$ cat config.mk
export PLATFORM = sky130hd
export DESIGN_NAME = if_id_fetch_stage
export DESIGN_NICKNAME = d
export VERILOG_FILES = /design/src/rtl/if_id_fetch_stage.sv
export SDC_FILE = /design/constraint.sdc
export NUM_CORES = 1
export LEC_CHECK = 0
export CAP_MARGIN = 20
export CORE_ASPECT_RATIO = 0.9
export CORE_MARGIN = 2
export CORE_UTILIZATION = 30
export CTS_BUF_LIST = sky130_fd_sc_hd__clkbuf_8
export CTS_CLUSTER_SIZE = 25
export DETAILED_ROUTE_END_ITERATION = 10
export PLACE_DENSITY = 0.6
export SETUP_SLACK_MARGIN = 0.1
export SKIP_CTS_REPAIR_TIMING = 1
export SYNTH_ARGS = -nofsm -noshare
export SYNTH_HDL_FRONTEND = slang
export SYNTH_SLANG_ARGS = --single-unit
export TNS_END_PERCENT = 10
$ cat constraint.sdc
create_clock -name clk_i -period 2 [get_ports clk_i]
set_input_delay 0.2 -clock clk_i [delete_from_list [all_inputs] [get_ports clk_i]]
set_output_delay 0.2 -clock clk_i [all_outputs]
set_load 0.01 [all_outputs]
$ cat src/rtl/if_id_fetch_stage.sv
// Instruction-fetch stage and IF/ID pipeline register for the RV32I core.
// Defining FETCH_PERF_CNT_EN adds the perf_fetch_o / perf_stall_o event counters.
module if_id_fetch_stage #(
  parameter logic [31:0] RESET_PC = 32'h0000_0000,
  parameter int unsigned PC_STEP  = 4
) (
  input  logic        clk_i,
  input  logic        rst_i,
  input  logic        start_i,
  output logic        imem_req_o,
  output logic [31:0] imem_addr_o,
  input  logic        imem_ack_i,
  input  logic [31:0] imem_data_i,
  input  logic        stall_i,
  input  logic        flush_i,
  input  logic        branch_taken_i,
  input  logic [31:0] branch_target_i,
  output logic [31:0] instr_o,
  output logic [31:0] pc_o,
  output logic        valid_o,
`ifdef FETCH_PERF_CNT_EN
  output logic [31:0] perf_fetch_o,
  output logic [31:0] perf_stall_o,
`endif
  output logic        busy_o
);

  localparam logic [31:0] Nop    = 32'h0000_0013;
  localparam logic [31:0] PcStep = 32'(PC_STEP);

  typedef enum logic [1:0] {StIdle, StFetch, StHold} state_e;

  state_e      state_q, state_d;
  logic [31:0] fetch_pc_q, fetch_pc_d;
  logic        kill_q, kill_d;
  logic [31:0] hold_instr_q, hold_instr_d;
  logic [31:0] hold_pc_q, hold_pc_d;
  logic [31:0] instr_q, instr_d;
  logic [31:0] pc_q, pc_d;
  logic        valid_q, valid_d;
  logic        load_en;
  logic        enter;
  logic [31:0] load_instr;
  logic [31:0] load_pc;
  state_e      resume_state;

  always_comb begin
    state_d      = state_q;
    fetch_pc_d   = fetch_pc_q;
    kill_d       = kill_q;
    hold_instr_d = hold_instr_q;
    hold_pc_d    = hold_pc_q;
    instr_d      = instr_q;
    pc_d         = pc_q;
    valid_d      = valid_q;
    load_en      = 1'b0;
    load_instr   = imem_data_i;
    load_pc      = fetch_pc_q;
    enter        = 1'b0;
    // Once a transaction retires, a dropped start_i parks the stage in idle.
    resume_state = start_i ? StFetch : StIdle;

    unique case (state_q)
      StIdle: begin
        if (start_i) state_d = StFetch;
      end
      StFetch: begin
        if (imem_ack_i) begin
          if (kill_q) begin
            kill_d  = 1'b0;
            state_d = resume_state;
          end else if (stall_i) begin
            hold_instr_d = imem_data_i;
            hold_pc_d    = fetch_pc_q;
            fetch_pc_d   = fetch_pc_q + PcStep;
            state_d      = StHold;
          end else begin
            load_en    = 1'b1;
            fetch_pc_d = fetch_pc_q + PcStep;
            state_d    = resume_state;
          end
        end
      end
      StHold: begin
        if (!stall_i) begin
          load_en    = 1'b1;
          load_instr = hold_instr_q;
          load_pc    = hold_pc_q;
          state_d    = resume_state;
        end
      end
      default: state_d = StIdle;
    endcase

    if (load_en) begin
      instr_d = load_instr;
      pc_d    = load_pc;
      valid_d = 1'b1;
      enter   = 1'b1;
    end

    if (branch_taken_i) begin
      fetch_pc_d = branch_target_i & ~32'h3;
      valid_d    = 1'b0;
      instr_d    = Nop;
      enter      = 1'b0;
      unique case (state_q)
        StFetch: begin
          // A request already on the bus must complete; its response gets dropped.
          if (imem_ack_i) begin
            kill_d  = 1'b0;
            state_d = resume_state;
          end else begin
            kill_d = 1'b1;
          end
        end
        StHold:  state_d = resume_state;
        default: ;
      endcase
    end else if (flush_i) begin
      valid_d = 1'b0;
      instr_d = Nop;
      enter   = 1'b0;
    end
  end

  always_ff @(posedge clk_i) begin
    if (rst_i) begin
      state_q      <= StIdle;
      fetch_pc_q   <= RESET_PC;
      kill_q       <= 1'b0;
      hold_instr_q <= Nop;
      hold_pc_q    <= 32'h0;
      instr_q      <= Nop;
      pc_q         <= 32'h0;
      valid_q      <= 1'b0;
    end else begin
      state_q      <= state_d;
      fetch_pc_q   <= fetch_pc_d;
      kill_q       <= kill_d;
      hold_instr_q <= hold_instr_d;
      hold_pc_q    <= hold_pc_d;
      instr_q      <= instr_d;
      pc_q         <= pc_d;
      valid_q      <= valid_d;
    end
  end

`ifdef FETCH_PERF_CNT_EN
  logic [31:0] perf_fetch_q;
  logic [31:0] perf_stall_q;

  always_ff @(posedge clk_i) begin
    if (rst_i) begin
      perf_fetch_q <= 32'h0;
      perf_stall_q <= 32'h0;
    end else begin
      if (enter)              perf_fetch_q <= perf_fetch_q + 32'h1;
      if (stall_i && valid_q) perf_stall_q <= perf_stall_q + 32'h1;
    end
  end

  assign perf_fetch_o = perf_fetch_q;
  assign perf_stall_o = perf_stall_q;
`endif

  assign imem_req_o  = (state_q == StFetch);
  assign busy_o      = (state_q == StFetch);
  assign imem_addr_o = fetch_pc_q;
  assign instr_o     = valid_q ? instr_q : Nop;
  assign pc_o        = pc_q;
  assign valid_o     = valid_q;

endmodule

==> reports/metrics.yaml, run 1 <==
sta:
  rsz0062_at_grt: "yes"
  setup_viol: 0
  finalCritPeriodShare: 0.946
  fmax_ghz: 0.529
  hold_viol: 0
  min_period_ps: 1890
  worst_slack_ps: 109
  drv_slew: 0
  skew_ps: 14.4
synthesis:
  synth_edf_count: 0
  synth_top_area_share: 0.441
  synth.area.top_cells: "dfxtp_1 (44%), nand2_1 (14%), a311oi_1 (8.7%), a21oi_1 (4.8%), nor2_1 (4.5%)"
  syn-cell-area_um2: 7360
  synth_commonest_cells: "nand2_1 (267), dfxtp_1 (162), nor2_1 (88)"
  synthArstFlopShare: 0
  synth_cells: 941
  yosys.cell_count.top_type: "nand2_1"
  ys_warn_count: 0
  synth_top_flop_cell: "dfxtp_1"
  yosys_register_bits: 162
  synth.avg_cell_area_um2: 7.82
  synth_top_cell_by_area: "dfxtp_1"
  seq_area_frac_synth: 0.441
  ys_types: 63
hold_path:
  min_path_type: "in -> reg"
  min_path_cells: 4
power:
  power_frac_comb: 0.137
  swShare: 0.261
  p_leak_nw: 3.97
  peakVddDrop_uv: 386
  power_frac_clock: 0.383
  p_per_area_nw_per_um2: 681
  intPower_w: 0.00524
  power_frac_seq: 0.480
  p_switching_w: 0.00186
global_route:
  grt_util_all_layers: 0.171
  grt_pass1_wl_um: 35300
  grt_start_max_net_pins: 85
  overflow: 0
  grt_pass1_vias: 6555
  grt_antenna_before_repair: 0
layout:
  final_nets: 1191
  diodes: 0
  fin_util: 0.431
  area_delta_synth_final_pct: 41.5
  drive_gt1_frac: 0.136
setup_path:
  crit_required_ps: 2330
  worstPathCellList: "ha_4 -> nand4_1 -> or4_4 -> buf_4 -> nor4_2 -> a2111oi_4"
  worstRegToRegCells: 6
  critPathKind: "reg -> reg"
  cp-end-kind: "flip-flop"
  critical-path-max-stage-delay_ps: 540
  critPathLaunchType: "flip-flop"
  cp_max_fo: 5
  cpMaxStageDelayCell: "or4_4"
  crit_arrival_ps: 2220
placed_design:
  dpl_worst_slack_ps: -119
  place_hpwl_um: 14700
  gp_congestion: 0.783
  portBuffers: 165
clock_tree:
  clk_latency_ps: 470
  cts_tree: "built"
  cts.path.max_buffers: 2
  cts-root-buf: "clkbuf_8"
  clkSlewWorstSetupHoldPaths_ps: 100
  cts_buffers: 17
  h-tree-depth: 4
  cts_sinks: 162
die:
  dieHeight_um: 153
  core_um2: 24200
  dieArea_um2: 25800
  start_util: 0.304
  die_w_um: 169
  rows: 54
  num_io_pins: 170
detailed_routing:
  final_antenna_net_count: 0
  wl_um: 22500
  dr_total_vias: 7159
  drcViolationCount: 0
  firstDrtPassIters: 5
  vias_per_cell: 4.99
  wl_per_cell_um: 15.7
  drt_iter0_drc: 482
job:
  cap_violations: 0
run_status:
  outcome: "completed"
cell usage in the layout, fill, tap and decap left out, types with 4 or more instances in the layout:
cell / synthesis / routed
nand2_1: 267 / 266
dfxtp_1: 162 / 149
clkdlybuf4s50_1: 0 / 138
nor2_1: 88 / 88
a311oi_1: 73 / 71
a21oi_1: 70 / 70
buf_4: 6 / 59
and2_1: 30 / 29
dlymetal6s2s_1: 1 / 26
clkbuf_8: 5 / 19
buf_12: 0 / 14
nand3_1: 14 / 13
dfxtp_2: 0 / 11
nand4_1: 10 / 10
inv_1: 9 / 9
a211oi_1: 9 / 9
nand2b_1: 9 / 8
o31ai_1: 8 / 8
o21ai_0: 7 / 7
or4_1: 9 / 6
buf_6: 0 / 6
nor3b_1: 5 / 5
or3_1: 6 / 5
nand3b_1: 4 / 4
and4_1: 4 / 4
xnor2_1: 4 / 4
xor2_1: 4 / 4
bufinv_16: 0 / 4
critical path, delay by kind of cell (launching register included):
kind | cells | cell delay, ps
buf+inv | 1 | 170
flops | 1 | 360
simple gates | 3 | 1000
compound gates | 1 | 90
fa+ha+maj | 1 | 140
sequential cells by signal, indices dropped and copies added, names as in the netlist, named ones only:
name and flops:
hold_instr_q 32, hold_pc_q 32, instr_q 32, pc_o 32, imem_addr_o 30, state_q 2
valid_o 1
final cells by class:
| cell class | count | area (µm²) |
|---|---|---|
| fill | 2457 | 13800 |
| tap | 308 | 385 |
| sequential | 162 | 3260 |
| clock buffer | 19 | 262 |
| inverter | 10 | 37.5 |
| multi-input combinational | 680 | 3760 |
| clock inverter | 13 | 184 |
| timing repair buffer | 244 | 2520 |
metal layers:
| layer | track usage | up-vias | routed length, µm |
|---|---|---|---|
| met2 | 0.262 | 189 | 10000 |
| met1 | 0.235 | 3339 | 10800 |
| li1 | - | 3611 | - |
| met3 | 0.0447 | 20 | 1370 |
| met4 | 0.0525 | 0 | 285 |
| met5 | 0 | - | 0 |
per-stage QoR:
step	std cells	hold WS (ps)	total power [W]	area, µm²	TNS (ps)
6_report	1436	175	0.00710	10400	0
5_1_grt	1436	171	0.00740	10400	0
4_1_cts	1429	136	0.00716	10100	-125
3_5_place_dp	1397	445	0.00443	9700	-600
3_3_place_gp	1397	437	0.00442	9700	-92.8
2_1_floorplan	942	300	0.00393	7400	-340
power by group through the flow:
stage	logic (W)	clock network, W	registers, W
global placement	0.000945	0	0.00348
global route	0.00106	0.00292	0.00342
finish	0.000975	0.00272	0.00341
floorplan	0.000423	0	0.00351
CTS	0.000955	0.00280	0.00340
detailed placement	0.000950	0	0.00348
cell families (layout without fill, tap and decap cells):
kind of cell,count (synthesis),after routing,synth area share
AO/OA/AOI/OAI,191,191,0.184
adder cells (fa/ha/maj),5,5,0.00850
multiplexers,1,1,0.00153
other,1,2,0.000509
buffers and inverters,100,286,0.0661
XOR/XNOR,8,8,0.00952
AND/OR/NAND/NOR,473,473,0.289
flip-flops,162,162,0.441
worst paths after layout:
kind	startpoint	endpoint	slack, ps
worst max register to register	imem_addr_o[3]$_SDFFE_PP0P_	imem_addr_o[28]$_SDFFE_PP0P_	110
worst min register to register	hold_pc_q[15]$_SDFFE_PP0P_	hold_pc_q[15]$_SDFFE_PP0P_	460
worst max-delay path	imem_addr_o[3]$_SDFFE_PP0P_	imem_addr_o[28]$_SDFFE_PP0P_	110
worst min-delay path	rst_i	imem_addr_o[27]$_SDFFE_PP0P_	170
(Power assumes the default switching activity.)
==> inputs of run 2 (changes only) <==
Settings changed: CORE_UTILIZATION 30 to 35, PLACE_DENSITY 0.6 to 0.68, TNS_END_PERCENT 10 to 20.
==> reports/metrics.yaml, run 2 (synthesis gave the netlist of run 1 again) <==
run_status:
  outcome: "completed"
layout:
  finalNonFillerCells: 1404
  layout_common_cells: "nand2_1 (266), dfxtp_1 (149), clkdlybuf4s50_1 (133)"
  diodes: 0
  layout_commonest_cell: "nand2_1"
  final_nets: 1181
  drive_gt1_frac: 0.131
  area_delta_synth_final_pct: 39.6
  n_fill_cell: 1977
die:
  rows: 50
  dieHeight_um: 142
  dieArea_um2: 22200
  core_um2: 20700
  num_io_pins: 170
  start_util: 0.356
  die_w_um: 157
clock_tree:
  h-tree-depth: 4
  cts.path.max_buffers: 2
  cts_sinks: 162
  cts-root-buf: "clkbuf_8"
  clk_latency_ps: 470
  clkSlewWorstSetupHoldPaths_ps: 90
  cts_tree: "built"
  cts_buffers: 17
sta:
  max_slew_margin: 0.632
  min_period_ps: 1960
  rsz0062_at_grt: "yes"
  fmax_ghz: 0.511
  finalCritPeriodShare: 0.979
  hold_viol: 0
  setup_viol: 0
  skew_ps: 12.9
  tns_ps: 0
  tightest_slew_ps: 552
  drv_slew: 0
  whs_ps: 198
setup_path:
  path_buf_inv: 2
  cpMaxStageDelayCell: "or4_4"
  crit_required_ps: 2330
  cp-end-kind: "flip-flop"
  cp_top_family: "simple AND/OR/NAND/NOR gates"
  r2r-end: "imem_addr_o[28]$_SDFFE_PP0P_"
  worstRegToRegCells: 7
  worstPathCellList: "inv_4 -> ha_4 -> nand3b_1 -> or4_4 -> buf_4 -> nor4_2 -> a2111oi_4"
  critPathKind: "reg -> reg"
  worstReg2RegStart: "state_q[1]$_SDFF_PP0_"
  critPathLaunchType: "flip-flop"
  rrSetupSlack_ps: 40
  critical-path-max-stage-delay_ps: 550
  cp_max_fo: 5
  crit_arrival_ps: 2290
hold_path:
  min_path_type: "in -> reg"
  hp-start: "rst_i"
  min_path_cells: 4
  whs_endpoint: "imem_addr_o[27]$_SDFFE_PP0P_"
detailed_routing:
  wl_per_cell_um: 15.0
  drcViolationCount: 0
  final_antenna_net_count: 0
  drt_iter0_drc: 400
  dr_total_vias: 7078
  firstDrtPassIters: 7
  vias_per_cell: 5.04
  wl_um: 21100
placed_design:
  dp.cells: 1369
  gp_congestion: 0.806
  place_hpwl_um: 14400
  portBuffers: 165
global_route:
  grt_pass1_vias: 6553
  grt_start_max_net_pins: 110
  overflow: 0
  grt_antenna_before_repair: 1
  grt_util_all_layers: 0.189
  grt_pass1_wl_um: 33700
power:
  power_frac_clock: 0.357
  intPower_w: 0.00492
  swShare: 0.275
  p_leak_nw: 3.99
  p_switching_w: 0.00186
  power_frac_comb: 0.141
  peakVddDrop_uv: 379
  total_power_w: 0.00679
  power_frac_seq: 0.502
  p_per_area_nw_per_um2: 660
job:
  cap_violations: 0
## run 2: changes by cell type in the layout (fill, tap and decap cells not counted), moves of 4 or more
| cell | delta |
|---|---|
| clkdlybuf4s50_1 | -5 |
| buf_4 | -8 |
| clkinvlp_4 | +4 |
| dlymetal6s2s_1 | +5 |
## run 2: cell type report
cell class / count / area, µm² / area share
Clock inverter: 15 / 159 / 0.0155
Timing Repair Buffer: 234 / 2440 / 0.237
Inverter: 10 / 40.0 / 0.00390
Clock buffer: 17 / 234 / 0.0228
Tap cell: 286 / 358 / 0.0348
Multi-Input combinational cell: 680 / 3780 / 0.368
Sequential cell: 162 / 3270 / 0.318
## run 2: per-layer routing
metal | global-route usage | part of all wire
met1 | 0.258 | 0.47
met4 | 0.0536 | 0.015
met5 | 0 | 0
met2 | 0.293 | 0.44
met3 | 0.0510 | 0.070
## run 2: worst max path at each step
stage | startpoint | end | slack [ps] | depth (start not counted)
floorplan | imem_addr_o[5]$_SDFFE_PP0P_ | imem_addr_o[25]$_SDFFE_PP0P_ | -100 | 6
global placement | imem_ack_i | imem_addr_o[28]$_SDFFE_PP0P_ | -80 | 5
detailed placement | imem_ack_i | imem_addr_o[22]$_SDFFE_PP0P_ | -130 | 7
CTS | valid_o$_SDFFE_PP0P_ | instr_o[18] | -120 | 3
global route | state_q[1]$_SDFF_PP0_ | imem_addr_o[28]$_SDFFE_PP0P_ | -40 | 6
finish | state_q[1]$_SDFF_PP0_ | imem_addr_o[28]$_SDFFE_PP0P_ | 40 | 7
## run 2: power groups by stage
stage	clock, W	combinational (W)	sequential [W]
floorplan	0	0.000424	0.00351
global placement	0	0.000931	0.00348
detailed placement	0	0.000937	0.00348
CTS	0.00249	0.000942	0.00340
global route	0.00264	0.00105	0.00342
finish	0.00242	0.000957	0.00341
## run 2: stage by stage
stage	setup WS, ps	cell area [µm²]	utilization
after floorplan	-104	7400	-
after global placement	-75.4	9630	0.465
after detailed placement	-132	9630	0.465
after CTS	-115	10000	0.484
after global routing	-38.2	10300	0.496
final	42.0	10300	0.496
## run 2: tightest hold or removal path: cells and delay by family
family	cells	cell delay, ps
buffers and inverters	1	130
AND/OR/NAND/NOR	3	290
